## src/rtl/mem_ctrl.sv

```systemverilog
// mem_ctrl: serialises IF word fetches and MEM 1/2/4-byte loads/stores onto one byte-wide RAM/IO port.
// Optional feature macro MEMCTRL_IO_HOLD_EN: stall IO-region write strobes while io_buffer_full_i is high.
module mem_ctrl #(
  parameter int ADDR_W      = 32,
  parameter int IO_BASE_BIT = 17
) (
  input  logic              clk_in,
  input  logic              rst_in,
  input  logic              rdy_in,
  input  logic              flush_i,
  input  logic              if_req_i,
  input  logic [ADDR_W-1:0] if_addr_i,
  output logic              if_done_o,
  output logic [31:0]       if_inst_o,
  input  logic              mem_req_i,
  input  logic              mem_wr_i,
  input  logic [1:0]        mem_len_i,
  input  logic [ADDR_W-1:0] mem_addr_i,
  input  logic [31:0]       mem_wdata_i,
  output logic              mem_done_o,
  output logic [31:0]       mem_rdata_o,
  output logic              busy_o,
  output logic [ADDR_W-1:0] mem_a_o,
  output logic [7:0]        mem_dout_o,
  output logic              mem_wr_o,
  input  logic [7:0]        mem_din_i,
  input  logic              io_buffer_full_i
);

  typedef enum logic [2:0] {IDLE, IF_RD, MEM_RD, MEM_WR, DONE} state_t;

  state_t            state, state_d;
  logic [2:0]        cnt, cnt_d;      // reads: issue index and (capture index + 1)
  logic [2:0]        nbytes;
  logic [2:0]        req_bytes;
  logic [ADDR_W-1:0] base;
  logic [ADDR_W-1:0] cur_addr, prev_addr;
  logic [31:0]       wdata, cap, cap_next, if_inst, mem_rdata;
  logic [1:0]        lane;
  logic              for_if;
  logic              accept_if, accept_mem, capture, load_out, io_stall;

  assign cur_addr  = base + ADDR_W'(cnt);
  assign prev_addr = cur_addr - ADDR_W'(1);
  assign lane      = cnt[1:0] - 2'd1;

  assign busy_o      = (state != IDLE);
  assign if_inst_o   = if_inst;
  assign mem_rdata_o = mem_rdata;

  always_comb begin
    unique case (mem_len_i)
      2'b00:   req_bytes = 3'd1;
      2'b01:   req_bytes = 3'd2;
      default: req_bytes = 3'd4;
    endcase
  end

  always_comb begin
    cap_next = cap;
    cap_next[{lane, 3'b000} +: 8] = mem_din_i;
  end

`ifdef MEMCTRL_IO_HOLD_EN
  assign io_stall = (cur_addr[IO_BASE_BIT -: 2] == 2'b11) && io_buffer_full_i;
`else
  logic io_full_unused;
  assign io_full_unused = io_buffer_full_i;
  assign io_stall       = 1'b0;
`endif

  always_comb begin
    // NOTE: every signal written here gets a default first, so no path can infer a latch.
    state_d    = state;
    cnt_d      = cnt;
    accept_if  = 1'b0;
    accept_mem = 1'b0;
    capture    = 1'b0;
    load_out   = 1'b0;
    if_done_o  = 1'b0;
    mem_done_o = 1'b0;
    mem_a_o    = '0;
    mem_dout_o = '0;
    mem_wr_o   = 1'b0;
    unique case (state)
      IDLE: begin
        if (rdy_in) begin
          if (mem_req_i) begin
            accept_mem = 1'b1;
            cnt_d      = '0;
            state_d    = mem_wr_i ? MEM_WR : MEM_RD;
          end else if (if_req_i && !flush_i) begin
            accept_if = 1'b1;
            cnt_d     = '0;
            state_d   = IF_RD;
          end
        end
      end
      IF_RD, MEM_RD: begin
        if (!rdy_in) begin
          // Re-present the address whose byte the replayed cycle captures, so mem_din_i is right on resume.
          if (cnt != 3'd0) mem_a_o = prev_addr;
        end else if (state == IF_RD && flush_i) begin
          state_d = IDLE;
        end else begin
          if (cnt < nbytes) mem_a_o = cur_addr;
          capture = (cnt != 3'd0);
          cnt_d   = cnt + 3'd1;
          if (cnt == nbytes) begin
            state_d  = DONE;
            load_out = 1'b1;
          end
        end
      end
      MEM_WR: begin
        mem_a_o    = cur_addr;
        mem_dout_o = wdata[{cnt[1:0], 3'b000} +: 8];
        if (rdy_in && !io_stall) begin
          mem_wr_o = 1'b1;
          cnt_d    = cnt + 3'd1;
          if (cnt == nbytes - 3'd1) state_d = DONE;
        end
      end
      DONE: begin
        if (rdy_in) begin
          if (for_if) if_done_o  = !flush_i;
          else        mem_done_o = 1'b1;
          state_d = IDLE;
        end
      end
      default: state_d = IDLE;
    endcase
  end

  // NOTE: sequential state uses non-blocking assignments so every register samples pre-edge values.
  always_ff @(posedge clk_in or negedge rst_in) begin
    if (!rst_in) begin
      state     <= IDLE;
      cnt       <= '0;
      nbytes    <= '0;
      base      <= '0;
      wdata     <= '0;
      cap       <= '0;
      for_if    <= 1'b0;
      if_inst   <= '0;
      mem_rdata <= '0;
    end else begin
      state <= state_d;
      cnt   <= cnt_d;
      if (accept_mem) begin
        base   <= mem_addr_i;
        wdata  <= mem_wdata_i;
        nbytes <= req_bytes;
        for_if <= 1'b0;
        cap    <= '0;
      end else if (accept_if) begin
        base   <= if_addr_i;
        nbytes <= 3'd4;
        for_if <= 1'b1;
        cap    <= '0;
      end
      if (capture) cap <= cap_next;
      if (load_out) begin
        if (for_if) if_inst   <= cap_next;
        else        mem_rdata <= cap_next;
      end
    end
  end

endmodule
```

## config.mk

```make
export PLATFORM = sky130hd
export DESIGN_NAME = mem_ctrl
export DESIGN_NICKNAME = d
export VERILOG_FILES = /design/src/rtl/mem_ctrl.sv
export SDC_FILE = /design/constraint.sdc
export NUM_CORES = 1
export LEC_CHECK = 0
export CORE_ASPECT_RATIO = 1.2
export CORE_MARGIN = 2
export CORE_UTILIZATION = 45
export DETAILED_ROUTE_END_ITERATION = 8
export HOLD_SLACK_MARGIN = 0.1
export PLACE_DENSITY = 0.73
export SYNTH_ARGS = -nofsm -noshare
export SYNTH_HDL_FRONTEND = slang
export SYNTH_SLANG_ARGS = --single-unit
```

## constraint.sdc

```tcl
create_clock -name clk_in -period 5.98 [get_ports clk_in]
set_input_delay 1.196 -clock clk_in [delete_from_list [all_inputs] [get_ports clk_in]]
set_output_delay 1.196 -clock clk_in [all_outputs]
set_load 0.01 [all_outputs]
```

# Yosys cells after proc, flatten, opt, wreduce, memory -nomap -nowiden
# Cells that the tools add are included.
# classes
addsub,6
n_lt_le_gt_ge,1
n_eq_ne,15
shifts,3
muxes,57
n_bitwise,1
n_reduce_logical,15
# op_table
cell,n
32-bit two-way mux,9
32-bit case mux with 2 select lines,1
3-bit two-way mux,17
32-bit by 3-bit adder with 32-bit output,1
32-bit bitwise mux,1
"8-bit by 7-bit variable shift with 32-bit output, first input constant",1
32-bit by 6-bit indexed part select with 8-bit output,1
8-bit by 7-bit indexed part select with 32-bit output,1
"32-bit by 1-bit subtractor with 32-bit output, second input constant",1
1-bit two-way mux,25
"2-bit inequality test, second input constant",6
3-bit case mux with 4 select lines,1
3-bit nonzero test,4
3-bit case mux with 3 select lines,1
8-bit two-way mux,1
5-bit negator with 7-bit output,1
7-bit AND reduction,1
"3-bit by 2-bit == test with 1-bit output, second input constant",2
3-bit == test,2
"3-bit inequality test, second input constant",2
3-bit case mux with 2 select lines,1
6-bit AND reduction,1
2-bit AND reduction,2
"3-bit by 1-bit adder with 3-bit output, second input constant",1
other kinds (13),14
# word_totals
regBits,170
inputBits,114
out_inout_bits,108
wordCells,107

# Logic depth before layout (Yosys ltp)
# logic_depth
word_depth,9
ltp_mapped,11
mapped_depth_nobuf,11

# Least setup slack after synthesis
# No wires, ideal clock.
# synth_timing
kind,reg-to-output
start,reg cnt[0]
end,out mem_a_o[24]
arrival_time_ns,3.227
t_required_ns,4.784
slack_ns,1.557
path_stages_with_launch,12
path_buffers,1
cell_sequence,dfrtp_1 -> ha_1 -> fa_1 -> a21o_1 -> buf_6 -> nor4b_2 -> mux2i_2 -> a2111oi_4 -> nand2_1 -> or4_1 -> xnor2_1 -> o22ai_1
# synth_via
elab_chain_cells,5
elab_cells_between_ends,9
classes_between,add/sub (2); order compare (1); mux (5); reduce/logical (1)
# synth_rtl
element,line_no,text
"start, declared",33,"logic [2:0] cnt, cnt_d;"
"start signal, assigned",149,cnt <= cnt_d;
32-bit by 3-bit adder with 32-bit output or 3-bit < comparator (tied branches),"43, 106",
32-bit by 1-bit subtractor with 32-bit output or 32-bit two-way mux (tied branches),"44, 106",
32-bit two-way mux (on tied branches),"102, 103",
32-bit two-way mux,100,if (!rdy_in) begin
32-bit case mux with 2 select lines *,85,unique case (state)
"end, declared",23,"output logic [ADDR_W-1:0] mem_a_o,"
# Every way passes the cells marked *; elsewhere a longest branch is shown, timed or not.

# Worst setup path after layout
# layout_timing
start,reg cnt[0]
end,out mem_a_o[23]
# The elaborated chain is that of the path after synthesis.

==> results by group <==
Detailed routing
  • Detailed Route WL: approximately 27,000 um
  • Residual DRC: 0
  • First-pass detailed-route iteration total: 5
  • Via/cell ratio: 5.61
  • Initial DRC count: a little under 500
  • Routed WL per cell: 18.3 um
  • Via count: 8,339
  • Antenna Violating Nets Remaining: 0

Power and ir drop
  • Comb power frac: 0.453
  • Internal power: approximately 3500 uW
  • VDD IR max: about 260 uV
  • Sequential cell fraction of total power: 0.330
  • Lkg Pwr: around 0.0054 uW
  • Pwr Total: about 5700 uW
  • Net Sw Frac: 0.392
  • P per Cell Area: between 400 and 500 mW/mm2
  • Clock Power Share: 0.217
  • Sw Pwr: 2240 uW

Logic synthesis
  • Syn avg cell area: 9.58 um2
  • Main area contributors after synthesis: dfrtp_1 (44%), o21ai_0 (4.5%), a21oi_1 (4.5%)
  • Async SR Flop Fraction: 1.00
  • Gate Count Post-Synth: around 1,000
  • Synth Register Bits: 170
  • Main synth FF type: dfrtp_1
  • Yosys warns: 0
  • Synthesized net count: roughly 1,100
  • Synth Cell Area: 0.00976 mm2
  • Register area share after synthesis: 0.436
  • Library cells used by synthesis: between 80 and 90
  • Post-synth top area cell: dfrtp_1
  • Synth top area share: 0.436
  • EDFF count, synth: 0

Global routing
  • GRT Residual Overflow: 0
  • First-pass GRT wire length: between 40,000 and 50,000 um
  • Largest net degree at the start of global routing: approximately 170
  • Vias in the first global route: 8,133
  • Antenna violations before repair: 0
  • All-layer global routing usage: 0.237

Setup path
  • Worst Setup Start Kind: flip-flop
  • CP required: between 4 and 5 ns
  • CP max stage delay: ~0.59 ns
  • Crit path max-delay family: simple AND/OR/NAND/NOR gates
  • Worst-path fanout max: 6
  • R2R cell count: 5
  • R2r setup slk: ~3.0 ns
  • Slowest library cell on the worst path: clkdlybuf4s50_1
  • WP buf/inv: 1
  • CP Capture Type: output port
  • Critical path cell sequence: ha_1, fa_1, a21oi_2, nor3_1, or3_1, a2bb2oi_2, and2_4, nand2_4, or3_4, a221oi_2, clkdlybuf4s50_1
  • Critical path type: reg2out
  • Critical path arrival: between 4 and 5 ns
  • Critical Path Stages: 11

Die
  • Die Wd: about 140 um
  • Starting Density: 0.454
  • Chip Height: 165 um
  • Core ar.: approximately 0.021 mm2
  • Top Ports: between 200 and 250
  • Rows: 59
  • Die area: approximately 0.023 mm2

Finish
  • Share of cells above drive strength 1: 0.112
  • Area Growth Syn to Fin: 31.2%
  • Nets: approximately 1,300
  • Ant. Diodes: 0

Placement
  • Port-buffer cells: 220
  • Hpwl dp: 19,700 um
  • GP Congestion: just over 0.9

CTS
  • Clock Path Buffers: 2
  • CTS tree: done
  • Clock sinks: 170
  • Skew-Pair Late Insertion Delay: roughly 0.43 ns
  • Postcts setup bufs: 0
  • CTS Root Cell: clkbuf_16
  • Reg clk slew, reported paths: roughly 0.060 ns
  • CTS HTree Levels: 4
  • Inserted Clock Buffers: 17

Timing
  • Rel. slew slack: 0.278
  • Tmin final: around 5.6 ns
  • Fmax: between 0.15 and 0.2 GHz
  • Final Hold Fails: 0
  • Tcrit/Tclk final: 0.944
  • Final setup viols: 0
  • Unrepaired setup endpoints after global routing: false
  • Clock skew: 0.0160 ns
  • Sum Neg Setup Slack: 0 ns
  • Max Slew Vio Count: 0
  • Worst-margin pin slew: roughly 1.1 ns

Hold path
  • Hold path depth: 2
  • Worst Hold Class: reg2reg

Run
  • # Max-Cap Violations: 0

Status
  • Status: complete, no violations
[cells in the mapped netlist, types with 3 or more instances]
library cell and count:
xor2_1 15, and2_1 16, nor2_1 63, o21a_1 3, mux4_2 8, nand3_1 28
nor3b_1 5, nor4_2 4, and3_1 13, o31ai_1 6, o32ai_1 3, a22o_1 33
buf_2 9, a31oi_1 4, nand2b_1 4, xnor2_1 27, a21o_1 3, o22ai_1 10
mux2i_1 35, nand2_1 105, nor2b_1 34, or4_1 4, inv_1 18, o211ai_1 4
buf_1 16, and4_1 7, nand4_1 12, a221oi_1 4, nor4_1 5, a21oi_1 87
mux2_2 33, a211oi_1 3, or2_2 5, dfrtp_1 170, o21ai_0 88, clkbuf_1 43
nor4b_1 4, buf_6 3, ha_1 14, nor3_1 17
[metrics by stage]
step	util	setup slack (ns)	hold WS, ns	std cells	instance area (um2)
finish	0.596	0.333	0.483	1486	12800
floorplan	-	1.56	0.454	1019	9760
global route	0.596	0.0938	0.505	1486	12800
global placement	0.565	0.748	0.462	1454	12100
detailed placement	0.565	0.685	0.474	1454	12100
CTS	0.596	0.258	0.488	1486	12800
[per-layer routing]
metal | part of all wire | GRT usage | vias to the layer above
li1 | - | - | 4018
met1 | 0.41 | 0.278 | 4036
met2 | 0.50 | 0.419 | 235
met3 | 0.053 | 0.0533 | 50
met4 | 0.039 | 0.106 | 0
met5 | 0 | 0 | -
[worst paths after layout]
kind                               from            to
setup / recovery                 cnt[0]   mem_a_o[23]
setup reg to reg               state[0]       base[0]
min in group asynchronous        rst_in       base[8]
hold reg to reg            if_inst_o[6]  if_inst_o[6]
max in group asynchronous        rst_in  if_inst_o[3]
hold / removal             if_inst_o[6]  if_inst_o[6]
[cells in the final DEF, fill, tap and decap left out, drive strengths merged, types with 4 or more instances in the layout]
master and n:
xor2 15, nor2b 34, bufinv 4, ha 14, inv 27, nor4 10
nor3 18, and3 13, nand2b 4, nand2 108, or2 6, buf 14
nor3b 7, clkbuf 17, o31ai 7, nor4b 6, o22ai 11, and2 18
mux2i 36, a211oi 4, o211ai 4, nor2 64, mux2 33, mux4 8
a22o 33, a21oi 88, and4 8, nand3 30, o21ai 89, a31oi 4
or4 4, nand4 16, a221oi 5, xnor2 27, dfrtp 170, clkdlybuf4s50 219
[worst reg2reg max path, delay by kind of cell, from the launching register on]
kind            cells  cell delay [ns]
compound gates      1             0.10
buf+inv             1             0.54
mux                 1             0.24
flops               1             0.53
simple gates        2             1.36
[cells by family (layout without fill, tap and decap cells)]
family                     Yosys count  after routing  synth area share
and+or+nand+nor                    351            351             0.196
AOI/OAI and AO/OA                  272            272             0.178
DFF                                170            170             0.436
buffers and inverters               92            285            0.0390
muxes                               77             77            0.0938
xor gates and xnor gates            42             42            0.0377
adders and majority gates           15             15            0.0200
[area by class of cell]
class                   instances  area, um2
repair buffers                233       2310
well taps                     274        343
clock buffers                  17        425
multi-input cells             757       5160
clock inverters                15        230
fillers                      1872       8680
inverters                      20       75.1
flip-flops and latches        170       4250
[power by group through the flow]
stage          Combinational, uW  Sequential (uW)  Clock [uW]
2_1_floorplan               1700             1790           0
3_3_place_gp                2540             1880           0
3_5_place_dp                2600             1900           0
4_1_cts                     2610             1890        1260
5_1_grt                     2840             1940        1310
6_report                    2590             1890        1240
[registers in the layout, indices dropped and copies added (netlist names)]
register,flops
base,32
cap,32
cnt,3
for_if,1
if_inst_o,32
mem_rdata_o,32
nbytes,3
state,3
wdata,32
[repair_timing]
| item | 4_1_cts | 5_1_grt |
|---|---|---|
| endpoints found under the hold margin | 0 | 0 |
| hold buffers | 0 | 0 |
| endpoints found under the setup margin | 0 | 1 |
| gates resized for setup | 0 | 1 |
(Power assumes the default switching activity.)
